`src/rtl/rf_wb_arbiter.sv`:
```
// rf_wb_arbiter
//   Owns the single register-file write port (we3/a3/wd3). The in-order pipeline
//   writeback normally takes the port. Multi-cycle (mul/div) results are queued
//   in a small FIFO and drained into idle slots. If the FIFO keeps losing the
//   port, pipe_hold forces a drain. A destination scoreboard flags pending
//   multi-cycle destinations to decode.
//
// Ports:
//   clk, reset                 clock, synchronous active-high reset
//   pipe_we/pipe_rd/pipe_wd    pipeline writeback request
//   mc_valid/mc_rd/mc_wd       multi-cycle result, accepted when mc_ready
//   mc_ready                   FIFO has room
//   issue_valid/issue_rd       multi-cycle op issued; marks issue_rd pending
//   rs1/rs2/rd                 decode-stage query addresses
//   hz_rs1/hz_rs2/hz_rd        query register still pending
//   pipe_hold                  pipeline must not write next cycle
//   we3/a3/wd3                 register-file write port
//   err                        sticky protocol-violation flag
module rf_wb_arbiter #(
    parameter int XLEN       = 32,
    parameter int DEPTH      = 2,
    parameter int STARVE_MAX = 4
) (
    input  logic            clk,
    input  logic            reset,
    input  logic            pipe_we,
    input  logic [4:0]      pipe_rd,
    input  logic [XLEN-1:0] pipe_wd,
    input  logic            mc_valid,
    input  logic [4:0]      mc_rd,
    input  logic [XLEN-1:0] mc_wd,
    output logic            mc_ready,
    input  logic            issue_valid,
    input  logic [4:0]      issue_rd,
    input  logic [4:0]      rs1,
    input  logic [4:0]      rs2,
    input  logic [4:0]      rd,
    output logic            hz_rs1,
    output logic            hz_rs2,
    output logic            hz_rd,
    output logic            pipe_hold,
    output logic            we3,
    output logic [4:0]      a3,
    output logic [XLEN-1:0] wd3,
    output logic            err
);

    localparam int PW = (DEPTH > 1) ? $clog2(DEPTH) : 1;
    localparam int CW = $clog2(DEPTH + 1);
    localparam int SW = $clog2(STARVE_MAX + 1);

    logic [4:0]      fifo_rd_q [DEPTH];
    logic [XLEN-1:0] fifo_wd_q [DEPTH];
    logic [4:0]      fifo_rd_d [DEPTH];
    logic [XLEN-1:0] fifo_wd_d [DEPTH];

    logic [PW-1:0] rd_ptr_q, rd_ptr_d;
    logic [PW-1:0] wr_ptr_q, wr_ptr_d;
    logic [CW-1:0] count_q, count_d;
    logic [SW-1:0] starve_q, starve_d;
    logic          pipe_hold_q, pipe_hold_d;
    logic [31:0]   pending_q, pending_d;
    logic          err_q, err_d;

    logic fifo_ne, pipe_eff, pipe_take, push, pop, viol;

    assign mc_ready  = (count_q < CW'(DEPTH));
    assign pipe_hold = pipe_hold_q;
    assign err       = err_q;

    always_comb begin
        fifo_ne   = (count_q != '0);
        pipe_eff  = pipe_we && (pipe_rd != 5'd0);
        // A write attempted under hold is dropped; the FIFO head takes the slot.
        pipe_take = pipe_eff && !pipe_hold_q;
        pop       = fifo_ne && !pipe_take && !reset;
        push      = mc_valid && mc_ready && !reset;

        we3 = 1'b0;
        a3  = 5'd0;
        wd3 = '0;
        if (!reset) begin
            if (pop) begin
                we3 = 1'b1;
                a3  = fifo_rd_q[rd_ptr_q];
                wd3 = fifo_wd_q[rd_ptr_q];
            end else if (pipe_take) begin
                we3 = 1'b1;
                a3  = pipe_rd;
                wd3 = pipe_wd;
            end
        end
    end

    always_comb begin
        fifo_rd_d = fifo_rd_q;
        fifo_wd_d = fifo_wd_q;
        wr_ptr_d  = wr_ptr_q;
        rd_ptr_d  = rd_ptr_q;
        count_d   = count_q;
        if (push) begin
            fifo_rd_d[wr_ptr_q] = mc_rd;
            fifo_wd_d[wr_ptr_q] = mc_wd;
            wr_ptr_d = (wr_ptr_q == PW'(DEPTH - 1)) ? '0 : wr_ptr_q + 1'b1;
        end
        if (pop) begin
            rd_ptr_d = (rd_ptr_q == PW'(DEPTH - 1)) ? '0 : rd_ptr_q + 1'b1;
        end
        case ({push, pop})
            2'b10:   count_d = count_q + 1'b1;
            2'b01:   count_d = count_q - 1'b1;
            default: count_d = count_q;
        endcase
    end

    always_comb begin
        starve_d = starve_q;
        if (!fifo_ne || pop) begin
            starve_d = '0;
        end else if (pipe_take && (starve_q != SW'(STARVE_MAX))) begin
            starve_d = starve_q + 1'b1;
        end
        // Hold drops the cycle after the forced pop.
        pipe_hold_d = !pop && fifo_ne && (pipe_hold_q || (starve_q == SW'(STARVE_MAX)));
    end

    always_comb begin
        pending_d = pending_q;
        if (pop && (fifo_rd_q[rd_ptr_q] != 5'd0)) begin
            pending_d[fifo_rd_q[rd_ptr_q]] = 1'b0;
        end
        // Applied after the clear so a same-cycle issue keeps the bit set.
        if (issue_valid && (issue_rd != 5'd0)) begin
            pending_d[issue_rd] = 1'b1;
        end
        pending_d[0] = 1'b0;

        viol  = (issue_valid && (issue_rd != 5'd0) && pending_q[issue_rd])
              || (pipe_eff && pending_q[pipe_rd])
              || (pipe_eff && pipe_hold_q);
        err_d = err_q || viol;
    end

    // Masking on the committing write relies on the regfile's write-first bypass.
    always_comb begin
        hz_rs1 = (rs1 != 5'd0) && pending_q[rs1] && !(we3 && (a3 == rs1));
        hz_rs2 = (rs2 != 5'd0) && pending_q[rs2] && !(we3 && (a3 == rs2));
        hz_rd  = (rd  != 5'd0) && pending_q[rd]  && !(we3 && (a3 == rd));
    end

    always_ff @(posedge clk) begin
        if (reset) begin
            rd_ptr_q    <= '0;
            wr_ptr_q    <= '0;
            count_q     <= '0;
            starve_q    <= '0;
            pipe_hold_q <= 1'b0;
            pending_q   <= '0;
            err_q       <= 1'b0;
        end else begin
            rd_ptr_q    <= rd_ptr_d;
            wr_ptr_q    <= wr_ptr_d;
            count_q     <= count_d;
            starve_q    <= starve_d;
            pipe_hold_q <= pipe_hold_d;
            pending_q   <= pending_d;
            err_q       <= err_d;
        end
    end

    // Storage needs no reset: entries are only read while count_q says valid.
    always_ff @(posedge clk) begin
        fifo_rd_q <= fifo_rd_d;
        fifo_wd_q <= fifo_wd_d;
    end

endmodule

```
`config.mk`:
```
export PLATFORM = sky130hd
export DESIGN_NAME = rf_wb_arbiter
export DESIGN_NICKNAME = d
export VERILOG_FILES = /design/src/rtl/rf_wb_arbiter.sv
export SDC_FILE = /design/constraint.sdc
export NUM_CORES = 1
export LEC_CHECK = 0
export BUFFER_PORTS_ARGS = -buffer_cell sky130_fd_sc_hd__buf_2
export CAP_MARGIN = 30
export CELL_PAD_IN_SITES_DETAIL_PLACEMENT = 0
export CELL_PAD_IN_SITES_GLOBAL_PLACEMENT = 1
export CORE_ASPECT_RATIO = 0.7
export CORE_MARGIN = 3
export CORE_UTILIZATION = 46
export CTS_CLUSTER_DIAMETER = 150
export DETAILED_ROUTE_END_ITERATION = 7
export PLACE_DENSITY = 0.89
export SLEW_MARGIN = 10
export SYNTH_ARGS = -nofsm -noshare
export SYNTH_HDL_FRONTEND = slang
export SYNTH_SLANG_ARGS = --single-unit
```
`constraint.sdc`:
```
create_clock -name clk -period 4 [get_ports clk]
set_input_delay 0 -clock clk [delete_from_list [all_inputs] [get_ports clk]]
set_output_delay 0 -clock clk [all_outputs]
set_load 0.05 [all_outputs]
```
==> qor.json, run 1 <==
{
  "run_status": {"value": "complete, no violations"},
  "wl_met2": {"value": 8.76, "unit": "mm"},
  "critical_path_arrival": {"value": 2.95, "unit": "ns"},
  "syn_avg_cell_area": {"value": 11.0, "unit": "µm²"},
  "classification_of_the_worst_setup_path": {"value": "flip-flop to output pin"},
  "yosys_warnings": {"value": 0},
  "core_area": {"value": 13400, "unit": "µm²"},
  "die_height": {"value": 105, "unit": "µm"},
  "hp-start": {"value": "issue_rd[3]"},
  "synth.cell_area": {"value": 6470, "unit": "µm²"},
  "maxUsedRoutingLayer": {"value": "met4"},
  "timing.final.max_slew_violations": {"value": 0},
  "routedWlPerCell": {"value": 20.5, "unit": "µm"},
  "worstReg2RegEnd": {"value": "err$_SDFF_PP0_"},
  "powerDensity": {"value": 408, "unit": "nW/µm²"},
  "finalCriticalPeriod": {"value": 2.95, "unit": "ns"},
  "die_w": {"value": 148, "unit": "µm"},
  "synth_flop_cell": {"value": "sky130_fd_sc_hd__edfxtp_1"},
  "cts_repair_resized_insts": {"value": 0},
  "num-nets-final": {"value": 863},
  "antenna_cells_inserted": {"value": 0},
  "synth_seq_cells": {"value": 114},
  "finalHoldViolations": {"value": 0},
  "synth_enable_flop_cells": {"value": 74},
  "cts_htree_levels": {"value": 4},
  "synth_top_cells_by_area": {"value": "sky130_fd_sc_hd__edfxtp_1 34%, sky130_fd_sc_hd__dfxtp_1 12%, sky130_fd_sc_hd__mux4_2 10%, sky130_fd_sc_hd__mux2i_1 8.8%, sky130_fd_sc_hd__nand2_1 5.5%"},
  "min_period_over_period": {"value": 73.7, "unit": "%"},
  "ratio_of_routed_vias_to_standard_cells": {"value": 5.90},
  "ant_nets": {"value": 0},
  "rr_startpoint": {"value": "pending_q[12]$_SDFF_PP0_"},
  "synth_nets": {"value": 692},
  "postLayoutCoreUtil": {"value": 61.4, "unit": "%"},
  "first_pass_iters": {"value": 6},
  "wl_met1": {"value": 8.56, "unit": "mm"},
  "grt.overflow.total": {"value": 0},
  "cts.clk_slew.worst_paths": {"value": 0.06, "unit": "ns"},
  "hold_path_cell_cnt": {"value": 4},
  "unrepaired_setup_endpoints_after_global_routing": {"value": "no"},
  "post_cts_buffers": {"value": 0},
  "clock_insertion_delay_worst_skew": {"value": 0.40, "unit": "ns"},
  "dieArea": {"value": 15600, "unit": "µm²"},
  "worst-endpoint-required": {"value": 4.00, "unit": "ns"},
  "end_kind": {"value": "output pin"},
  "relSlewSlack": {"value": 48.3, "unit": "%"},
  "met3WireLength": {"value": 2.07, "unit": "mm"},
  "max_freq": {"value": 0.339, "unit": "GHz"},
  "synth_common_cells": {"value": "95 x sky130_fd_sc_hd__nand2_1, 74 x sky130_fd_sc_hd__edfxtp_1, 71 x sky130_fd_sc_hd__o21ai_0"},
  "post-layout-total-power": {"value": 3.37, "unit": "mW"},
  "number_of_global_route_vias_before_repair": {"value": 5510},
  "tritoncts": {"value": "done"},
  "r2r_cells": {"value": 6},
  "ios": {"value": 143},
  "setup_viol_count_final": {"value": 0},
  "clockRootBuffer": {"value": "sky130_fd_sc_hd__clkbuf_16"},
  "netlist-cell-type-count": {"value": 59},
  "worstMarginPinSlew": {"value": 0.773, "unit": "ns"},
  "post_synth_inst_count": {"value": 590},
  "timing.critical_path.fanout_max": {"value": 10},
  "grt_pass1_wl": {"value": 30.4, "unit": "mm"},
  "layout.cell_area.non_filler": {"value": 8260, "unit": "µm²"},
  "setup.reg_to_reg.worst_slack": {"value": 1.30, "unit": "ns"},
  "fraction_of_layout_instances_using_a_drive_strength_above_1": {"value": 29.5, "unit": "%"},
  "routed_wirelength": {"value": 19.7, "unit": "mm"},
  "area_growth": {"value": 27.5, "unit": "%"},
  "cts_hold_buffers": {"value": 39},
  "cts-buffers-inserted": {"value": 17},
  "dpl.hpwl": {"value": 14.0, "unit": "mm"},
  "routed-via-count": {"value": 5658},
  "sequential_cell_area": {"value": 3020, "unit": "µm²"},
  "ys_async_sr_fraction": {"value": 0, "unit": "%"},
  "filler_cell_count": {"value": 1073},
  "final.setup_skew": {"value": 0.00949, "unit": "ns"},
  "post-synth-top-count-cell": {"value": "sky130_fd_sc_hd__nand2_1"},
  "total_routing_resource_utilization_after_global_routing": {"value": 25.2, "unit": "%"},
  "multi_input_comb_area": {"value": 3190, "unit": "µm²"},
  "initial_core_utilization": {"value": 48.2, "unit": "%"},
  "synth_top_cell_by_area": {"value": "sky130_fd_sc_hd__edfxtp_1"},
  "kind_of_launch_point_of_the_worst_setup_path": {"value": "flip-flop"},
  "placement.cell_area": {"value": 7300, "unit": "µm²"},
  "cts.path.max_buffers": {"value": 2},
  "drv_cap": {"value": 0},
  "number_of_antenna_violations_at_the_first_check_in_global_routing": {"value": 0},
  "final.setup.tns": {"value": 0, "unit": "ns"},
  "yosysSeqAreaShare": {"value": 46.7, "unit": "%"},
  "worst_hold_path.endpoint": {"value": "pending_q[6]$_SDFF_PP0_"},
  "numPortBuffers": {"value": 142},
  "worst_vdd_ir": {"value": 287, "unit": "µV"},
  "routability_driven_placement_congestion_ratio": {"value": 0.981},
  "hold_path.class": {"value": "input pin to flip-flop"},
  "grt_max_degree": {"value": 38},
  "initialDrtViolationCount": {"value": 716},
  "static-leakage-power": {"value": 3.09, "unit": "nW"},
  "num_rows": {"value": 35},
  "clock_sinks": {"value": 114},
  "synthDominantCellAreaShare": {"value": 34.3, "unit": "%"},
  "drc": {"value": 0}
}
==> layout by cell type, fill, tap and decap left out, drive strengths merged, types with 9 or more instances in the layout <==
cell type	netlist	final
a21oi	41	41
buf	9	149
clkbuf	27	19
dfxtp	40	40
dlygate4sd3	0	39
edfxtp	74	74
inv	17	19
mux2i	57	57
mux4	34	34
nand2	95	95
nor2	25	25
nor3	9	9
o21ai	71	71
xnor2	9	9
==> report_power, final <==
part	switching [mW]	internal, mW
combinational	0.382	0.209
clock	0.534	0.914
sequential	0.0290	1.30
==> worst max-delay path: stages, from the launching register on <==
cell                       delay (ns)
sky130_fd_sc_hd__dfxtp_2         0.46
sky130_fd_sc_hd__mux2_2          0.44
sky130_fd_sc_hd__a32oi_1         0.51
sky130_fd_sc_hd__xnor2_1         0.22
sky130_fd_sc_hd__and4bb_2        0.27
sky130_fd_sc_hd__o32ai_1         0.31
sky130_fd_sc_hd__buf_2           0.33
==> cell families after synthesis <==
kind of cell | after synthesis | synth area share (%)
muxes | 98 | 22.1
DFF | 114 | 46.7
and+or+nand+nor | 167 | 11.7
buffers and inverters | 53 | 4.31
xor gates and xnor gates | 12 | 1.62
AOI/OAI and AO/OA | 143 | 13.0
adders and majority gates | 3 | 0.580
==> final cells by class <==
cell class	count	area share [%]
multi-input cells	423	38.7
flip-flops and latches	114	36.6
repair buffers	188	14.2
clock buffers	19	5.24
well taps	185	2.80
clock inverters	13	1.64
inverters	17	0.773
==> sequential cells by signal, indices dropped and copies added (netlist names), 2 cells and up <==
signal	count
fifo_rd_q	10
starve_q	3
fifo_wd_q	64
pending_q	31
count_q	2
==> through the flow <==
stage / setup WS, ns / std cells / hold WS, ns
after floorplan: 0.936 / 590 / 0.0989
after global placement: 1.56 / 885 / 0.187
after detailed placement: 1.50 / 888 / 0.192
after CTS: 1.06 / 959 / 0.0551
after global routing: 0.944 / 959 / 0.106
final: 1.05 / 959 / 0.0914
==> worst max path at each step <==
stage	start	end	slack, ns	cells after the start
2_1_floorplan	pipe_hold$_SDFF_PP0_	hz_rd	0.94	6
3_3_place_gp	rd_ptr_q$_SDFFE_PP0N_	hz_rd	1.56	6
3_5_place_dp	rd_ptr_q$_SDFFE_PP0N_	hz_rd	1.50	6
4_1_cts	rd_ptr_q$_SDFFE_PP0N_	hz_rd	1.06	6
5_1_grt	rd_ptr_q$_SDFFE_PP0N_	hz_rd	0.94	6
6_report	rd_ptr_q$_SDFFE_PP0N_	hz_rd	1.05	6
==> routing by layer <==
layer / GRT usage [%] / vias up
met2: 37.3 / 310
met4: 6.32 / 0
met1: 36.6 / 2756
met3: 7.09 / 29
li1: - / 2563
met5: 0 / -
Note: power is estimated with default switching activity, not from simulation.
==> inputs of run 2 (changes only) <==
- ABC_AREA: not set -> 1
- CORE_UTILIZATION: 46 -> 40
- PLACE_DENSITY: 0.89 -> 0.84
- clock period: 4 -> 3.1 ns (I/O delays scaled with it)
==> run 2 against run 1 <==
Synthesized area increased by 2.8%. Clock power is 49% higher. Largest cell class unchanged. Critical path type unchanged. Largest power group unchanged. Via count rose by 20%.
==> qor.json, run 2 <==
{
  "clock_sinks": {"value": 114},
  "clockRootBuffer": {"value": "sky130_fd_sc_hd__clkbuf_16"},
  "synth_enable_flop_cells": {"value": 74},
  "cts.clk_slew.worst_paths": {"value": 0.06, "unit": "ns"},
  "largest_register": {"value": "fifo_wd_q"},
  "dieArea": {"value": 18300, "unit": "µm²"},
  "min_period_over_period": {"value": 81.1, "unit": "%"},
  "yosysSeqAreaShare": {"value": 45.4, "unit": "%"},
  "worst-endpoint-required": {"value": 3.10, "unit": "ns"},
  "layout_commonest_cell": {"value": "sky130_fd_sc_hd__nand2_1"},
  "ios": {"value": 143},
  "total_routing_resource_utilization_after_global_routing": {"value": 23.5, "unit": "%"},
  "ant_nets": {"value": 0},
  "grt.overflow.total": {"value": 0},
  "routed_wirelength": {"value": 21.5, "unit": "mm"},
  "synth_common_cells": {"value": "249 x sky130_fd_sc_hd__nand2_1, 106 x sky130_fd_sc_hd__a21oi_1, 84 x sky130_fd_sc_hd__inv_1"},
  "initialDrtViolationCount": {"value": 693},
  "cts.path.max_buffers": {"value": 2},
  "postLayoutCoreUtil": {"value": 54.3, "unit": "%"},
  "post-synth-top-count-cell": {"value": "sky130_fd_sc_hd__nand2_1"},
  "synth_nets": {"value": 985},
  "worst_hold_margin": {"value": 0.0301, "unit": "ns"},
  "final.setup.tns": {"value": 0, "unit": "ns"},
  "cts-buffers-inserted": {"value": 17},
  "cts_repair_resized_insts": {"value": 0},
  "antenna_cells_inserted": {"value": 0},
  "dp.cells": {"value": 1219},
  "end_kind": {"value": "output pin"},
  "number_of_global_route_vias_before_repair": {"value": 6291},
  "hold_path.class": {"value": "input pin to flip-flop"},
  "routedWlPerCell": {"value": 16.7, "unit": "µm"},
  "num_rows": {"value": 38},
  "num-nets-final": {"value": 1159},
  "yosys_warnings": {"value": 0},
  "kind_of_launch_point_of_the_worst_setup_path": {"value": "flip-flop"},
  "relSlewSlack": {"value": 41.2, "unit": "%"},
  "finalCriticalPeriod": {"value": 2.51, "unit": "ns"},
  "syn_avg_cell_area": {"value": 7.54, "unit": "µm²"},
  "fraction_of_layout_instances_using_a_drive_strength_above_1": {"value": 18.9, "unit": "%"},
  "ratio_of_routed_vias_to_standard_cells": {"value": 5.28},
  "worstMarginPinSlew": {"value": 0.875, "unit": "ns"},
  "grt_pass1_wl": {"value": 33.9, "unit": "mm"},
  "tritoncts": {"value": "done"},
  "area_growth": {"value": 29.5, "unit": "%"},
  "post-layout-total-power": {"value": 4.65, "unit": "mW"},
  "number_of_antenna_violations_at_the_first_check_in_global_routing": {"value": 0},
  "timing.final.max_slew_violations": {"value": 0},
  "synth_top_cells_by_area": {"value": "sky130_fd_sc_hd__edfxtp_1 33%, sky130_fd_sc_hd__nand2_1 14%, sky130_fd_sc_hd__dfxtp_1 12%, sky130_fd_sc_hd__a21oi_1 8.0%, sky130_fd_sc_hd__nand3_1 6.2%"},
  "first_pass_iters": {"value": 5},
  "layout.cells.most_common_list": {"value": "249 x sky130_fd_sc_hd__nand2_1, 142 x sky130_fd_sc_hd__buf_2, 106 x sky130_fd_sc_hd__a21oi_1, 84 x sky130_fd_sc_hd__inv_1, 83 x sky130_fd_sc_hd__nand3_1"},
  "dpl.hpwl": {"value": 15.9, "unit": "mm"},
  "synth_seq_cells": {"value": 114},
  "drc": {"value": 0},
  "die_w": {"value": 160, "unit": "µm"},
  "die_height": {"value": 114, "unit": "µm"},
  "final.setup_skew": {"value": 0.0173, "unit": "ns"},
  "core_area": {"value": 15900, "unit": "µm²"},
  "setup_viol_count_final": {"value": 0},
  "routed-via-count": {"value": 6812},
  "top_regs": {"value": "fifo_wd_q x64, pending_q x31, fifo_rd_q x10"},
  "finalHoldViolations": {"value": 0},
  "critical_path_arrival": {"value": 2.51, "unit": "ns"},
  "unrepaired_setup_endpoints_after_global_routing": {"value": "no"},
  "classification_of_the_worst_setup_path": {"value": "flip-flop to output pin"},
  "powerDensity": {"value": 539, "unit": "nW/µm²"},
  "numPortBuffers": {"value": 142},
  "drv_cap": {"value": 0},
  "clock_insertion_delay_worst_skew": {"value": 0.41, "unit": "ns"},
  "ys_async_sr_fraction": {"value": 0, "unit": "%"},
  "synth.cell_area": {"value": 6660, "unit": "µm²"},
  "timing.critical_path.fanout_max": {"value": 39},
  "largest_register_ffs": {"value": 64},
  "synthDominantCellAreaShare": {"value": 33.4, "unit": "%"},
  "routability_driven_placement_congestion_ratio": {"value": 0.969},
  "static-leakage-power": {"value": 3.88, "unit": "nW"},
  "post_synth_inst_count": {"value": 883},
  "worst_vdd_ir": {"value": 374, "unit": "µV"},
  "run_status": {"value": "complete, no violations"},
  "cts_htree_levels": {"value": 4},
  "synth_flop_cell": {"value": "sky130_fd_sc_hd__edfxtp_1"},
  "netlist-cell-type-count": {"value": 35},
  "layout.cells.non_filler": {"value": 1290},
  "max_freq": {"value": 0.398, "unit": "GHz"},
  "synth_top_cell_by_area": {"value": "sky130_fd_sc_hd__edfxtp_1"},
  "grt_max_degree": {"value": 40},
  "initial_core_utilization": {"value": 41.9, "unit": "%"}
}
## run 2: changes by cell type after synthesis, moves of 30 or more
cell,delta
sky130_fd_sc_hd__a21o_1,+32
sky130_fd_sc_hd__a21oi_1,+65
sky130_fd_sc_hd__inv_1,+67
sky130_fd_sc_hd__mux2i_1,-57
sky130_fd_sc_hd__mux4_2,-30
sky130_fd_sc_hd__nand2_1,+154
sky130_fd_sc_hd__nand3_1,+75
## run 2: kinds of logic (layout without fill, tap and decap cells)
kind of cell               Yosys count  after routing  share of synthesized area [%]
and+or+nand+nor                    404            404                           26.1
AOI/OAI and AO/OA                  237            237                           20.3
buffers and inverters              124            311                           7.50
DFF                                114            114                           45.4
adders and majority gates            3              3                          0.564
xor gates and xnor gates             1              1                          0.132
## run 2: final timing paths
check,from,end,slack (ns),cells after the start
hold / removal,reset,pipe_hold$_SDFF_PP0_,0.03,4
setup reg to reg,count_q[0]$_SDFFE_PP0P_,count_q[1]$_SDFFE_PP0P_,0.85,9
hold reg to reg,starve_q[2]$_SDFFE_PP0P_,pipe_hold$_SDFF_PP0_,0.48,2
setup / recovery,count_q[0]$_SDFFE_PP0P_,hz_rs1,0.59,12
## run 2: report_power, final
| group | leakage (nW) | switching (mW) | internal [mW] |
|---|---|---|---|
| Sequential | 1.00 | 0.0203 | 1.67 |
| Clock | 0.320 | 0.724 | 1.44 |
| Combinational | 2.56 | 0.558 | 0.236 |
## run 2: area by class of cell
class,instances,area [µm²]
Fill cell,1543,7250
Multi-Input combinational cell,645,3150
Sequential cell,114,3020
Timing Repair Buffer,190,1180
Clock buffer,17,425
Inverter,89,337
Tap cell,220,275
Clock inverter,15,233
## run 2: what timing repair did
action                                 CTS  global route
buffers inserted                         0             0
endpoints found under the hold margin   80             0
hold buffers                            39             0
## run 2: routing by layer
| layer | track usage, % | routed length, µm | vias up | share of wire (%) |
|---|---|---|---|---|
| li1 | - | - | 3388 | - |
| met1 | 36.6 | 10400 | 3104 | 49 |
| met2 | 33.2 | 8770 | 301 | 41 |
| met3 | 4.90 | 2100 | 19 | 9.8 |
| met4 | 5.38 | 174 | 0 | 0.81 |
| met5 | 0 | 0 | - | 0 |
## run 2: metrics by stage
| step | worst slack, ns | area [µm²] |
|---|---|---|
| floorplan | 0.152 | 6660 |
| global placement | 0.973 | 7580 |
| detailed placement | 0.895 | 7580 |
| CTS | 0.539 | 8630 |
| global route | 0.329 | 8630 |
| finish | 0.586 | 8630 |
## run 2: critical path, cell delays in order (launching register included)
cell and delay, ns:
sky130_fd_sc_hd__dfxtp_1 0.36, sky130_fd_sc_hd__inv_1 0.10, sky130_fd_sc_hd__a21oi_2 0.39, sky130_fd_sc_hd__nand2_4 0.35, sky130_fd_sc_hd__nand2_1 0.26, sky130_fd_sc_hd__nand3_1 0.09
sky130_fd_sc_hd__nand2_1 0.09, sky130_fd_sc_hd__nand2_1 0.06, sky130_fd_sc_hd__inv_1 0.05, sky130_fd_sc_hd__nand3_1 0.07, sky130_fd_sc_hd__nand2_1 0.06, sky130_fd_sc_hd__inv_1 0.03
sky130_fd_sc_hd__buf_2 0.20
==> inputs of run 3 (changes only) <==
- ABC_AREA: 1 -> 0
- CORE_UTILIZATION: 40 -> 43
- clock period: 3.1 -> 2.4 ns (I/O delays scaled with it)
==> run 3 against run 2 <==
The flow now finishes with violations (setup timing). Largest cell class unchanged. Worst setup slack worse by 0.59 ns. Global-route usage is 0.35 points higher. Count of clock-buffer cells in the layout stayed put. Highest routed layer is now met5. Clock power is 22% higher.
==> qor.json, run 3 (synthesis results as in run 1) <==
{
  "run_status": {"value": "finished, violations left"},
  "violated_checks": {"value": "setup timing"},
  "max_freq": {"value": 0.417, "unit": "GHz"},
  "num-nets-final": {"value": 890},
  "worst_hold_path.endpoint": {"value": "err$_SDFF_PP0_"},
  "grt_pass1_wl": {"value": 30.3, "unit": "mm"},
  "die_w": {"value": 153, "unit": "µm"},
  "timing.final.max_slew_violations": {"value": 0},
  "ratio_of_routed_vias_to_standard_cells": {"value": 5.74},
  "dieArea": {"value": 16600, "unit": "µm²"},
  "wl_met1": {"value": 8.56, "unit": "mm"},
  "placement.cell_area": {"value": 7450, "unit": "µm²"},
  "layout.cell_area.non_filler": {"value": 8730, "unit": "µm²"},
  "finalCriticalPeriod": {"value": 2.40, "unit": "ns"},
  "ios": {"value": 143},
  "critical_path.cell_chain": {"value": "and2b_2 > o31a_4 > o31a_1 > a2111oi_4 > nor4b_4 > o32ai_4 > buf_6"},
  "drv_cap": {"value": 0},
  "drc": {"value": 0},
  "fraction_of_layout_instances_using_a_drive_strength_above_1": {"value": 35.0, "unit": "%"},
  "cts_htree_levels": {"value": 4},
  "timing.critical_path.fanout_max": {"value": 4},
  "classification_of_the_worst_setup_path": {"value": "flip-flop to output pin"},
  "hold_path_cell_cnt": {"value": 2},
  "top_regs": {"value": "fifo_wd_q x64, pending_q x31, fifo_rd_q x10"},
  "routed_wirelength": {"value": 20.2, "unit": "mm"},
  "initialDrtViolationCount": {"value": 658},
  "routability_driven_placement_congestion_ratio": {"value": 0.973},
  "layout.cells.most_common_list": {"value": "139 x sky130_fd_sc_hd__buf_2, 93 x sky130_fd_sc_hd__nand2_1, 74 x sky130_fd_sc_hd__edfxtp_1, 60 x sky130_fd_sc_hd__o21ai_0, 57 x sky130_fd_sc_hd__mux2i_1"},
  "largest_register_ffs": {"value": 64},
  "area_growth": {"value": 34.8, "unit": "%"},
  "critical_path.max_stage_delay": {"value": 0.36, "unit": "ns"},
  "dp.cells": {"value": 909},
  "wl_met2": {"value": 9.11, "unit": "mm"},
  "powerDensity": {"value": 682, "unit": "nW/µm²"},
  "cts.path.max_buffers": {"value": 2},
  "grt.overflow.total": {"value": 0},
  "finalHoldViolations": {"value": 0},
  "antenna_cells_inserted": {"value": 0},
  "worst_hold_margin": {"value": 0.0561, "unit": "ns"},
  "kind_of_launch_point_of_the_worst_setup_path": {"value": "flip-flop"},
  "largest_register": {"value": "fifo_wd_q"},
  "relSlewSlack": {"value": 43.2, "unit": "%"},
  "static-leakage-power": {"value": 3.29, "unit": "nW"},
  "post-layout-total-power": {"value": 5.96, "unit": "mW"},
  "hp-start": {"value": "reset"},
  "number_of_antenna_violations_at_the_first_check_in_global_routing": {"value": 2},
  "tritoncts": {"value": "done"},
  "grt_max_degree": {"value": 38},
  "r2r_cells": {"value": 6},
  "critical_path_arrival": {"value": 2.40, "unit": "ns"},
  "core_area": {"value": 14300, "unit": "µm²"},
  "maxUsedRoutingLayer": {"value": "met5"},
  "clock_sinks": {"value": 114},
  "total_routing_resource_utilization_after_global_routing": {"value": 23.9, "unit": "%"},
  "min_period_over_period": {"value": 100, "unit": "%"},
  "routedWlPerCell": {"value": 20.4, "unit": "µm"},
  "numPortBuffers": {"value": 142},
  "layout_commonest_cell": {"value": "sky130_fd_sc_hd__buf_2"},
  "worst-endpoint-required": {"value": 2.40, "unit": "ns"},
  "worstReg2RegEnd": {"value": "pending_q[16]$_SDFF_PP0_"},
  "ant_nets": {"value": 0},
  "routed-via-count": {"value": 5684},
  "critical-path-slowest-cell": {"value": "sky130_fd_sc_hd__a2111oi_4"},
  "layout.cells.non_filler": {"value": 991},
  "die_height": {"value": 109, "unit": "µm"},
  "end_kind": {"value": "output pin"},
  "final.setup_skew": {"value": 0.0131, "unit": "ns"},
  "hold_path.class": {"value": "input pin to flip-flop"},
  "cts.clk_slew.worst_paths": {"value": 0.06, "unit": "ns"},
  "rr_startpoint": {"value": "rd_ptr_q$_SDFFE_PP0N_"},
  "final_critical_path_setup_slack": {"value": -0.000506, "unit": "ns"},
  "worst_vdd_ir": {"value": 580, "unit": "µV"},
  "worstMarginPinSlew": {"value": 0.848, "unit": "ns"},
  "number_of_global_route_vias_before_repair": {"value": 5436},
  "met3WireLength": {"value": 2.17, "unit": "mm"},
  "cts-buffers-inserted": {"value": 17},
  "num_rows": {"value": 36},
  "clockRootBuffer": {"value": "sky130_fd_sc_hd__clkbuf_16"},
  "setup_viol_count_final": {"value": 1},
  "initial_core_utilization": {"value": 45.2, "unit": "%"},
  "setup.reg_to_reg.worst_slack": {"value": 0.26, "unit": "ns"},
  "dpl.hpwl": {"value": 14.6, "unit": "mm"},
  "clock_insertion_delay_worst_skew": {"value": 0.42, "unit": "ns"},
  "unrepaired_setup_endpoints_after_global_routing": {"value": "yes"},
  "first_pass_iters": {"value": 5}
}
## run 3: changes by cell type in the layout (fill, tap and decap cells not counted), sizes merged, moves of 8 or more
cell / delta
a21o: -32
a21oi: -67
buf: +25
inv: -67
mux2i: +57
mux4: +34
nand2: -158
nand2b: +8
nand3: -80
nand4: -10
nor2: -14
o31ai: -9
xnor2: +9
## run 3: area by class of cell
cell class | count | area (µm²)
clock buffers | 17 | 425
clock inverters | 15 | 195
fillers | 1165 | 5590
inverters | 17 | 67.6
multi-input cells | 423 | 3370
flip-flops and latches | 114 | 3030
well taps | 190 | 238
repair buffers | 215 | 1400
## run 3: how the worst max path moves through the flow
| stage | from | to | slack, ns | cells past startpoint |
|---|---|---|---|---|
| after floorplan | pipe_hold$_SDFF_PP0_ | wd3[12] | -0.21 | 6 |
| after global placement | pipe_rd[1] | hz_rs1 | 0.22 | 8 |
| after detailed placement | pipe_rd[1] | hz_rd | 0.20 | 8 |
| after CTS | pipe_hold$_SDFF_PP0_ | hz_rd | -0.05 | 7 |
| after global routing | pipe_hold$_SDFF_PP0_ | hz_rd | -0.07 | 7 |
| final | pipe_hold$_SDFF_PP0_ | hz_rd | -0.0005 | 7 |
## run 3: critical path, delay by kind of cell (launching register included)
kind / cells / cell delay, ns
AO/OA/AOI/OAI: 4 / 0.96
AND/OR/NAND/NOR: 2 / 0.55
flip-flops: 1 / 0.32
buffers and inverters: 1 / 0.17
## run 3: repair_timing
item / in CTS / in global routing
endpoints found under the hold margin: 75 / 0
buffers inserted: 4 / 7
hold buffers: 39 / 0
endpoints found under the setup margin: 3 / 7
gates resized for setup: 22 / 16
pin swaps: 8 / 6
## run 3: power breakdown
group,total (mW),switching (mW),internal (mW)
sequential,2.21,0.0385,2.17
clock,2.63,0.972,1.66
combinational,1.11,0.697,0.415
## run 3: metrics by stage
stage	TNS (ns)	setup slack (ns)	util (%)
after global routing	-0.0651	-0.0651	61.0
after floorplan	-4.30	-0.211	-
final	-0.000506	-0.000506	61.0
after global placement	0	0.216	52.0
after CTS	-0.0549	-0.0549	60.2
after detailed placement	0	0.201	52.0
## run 3: per-layer routing
metal,vias up,GRT usage [%]
met2,298,35.5
met3,32,7.42
li1,2622,-
met5,-,0
met1,2728,33.5
met4,4,8.07
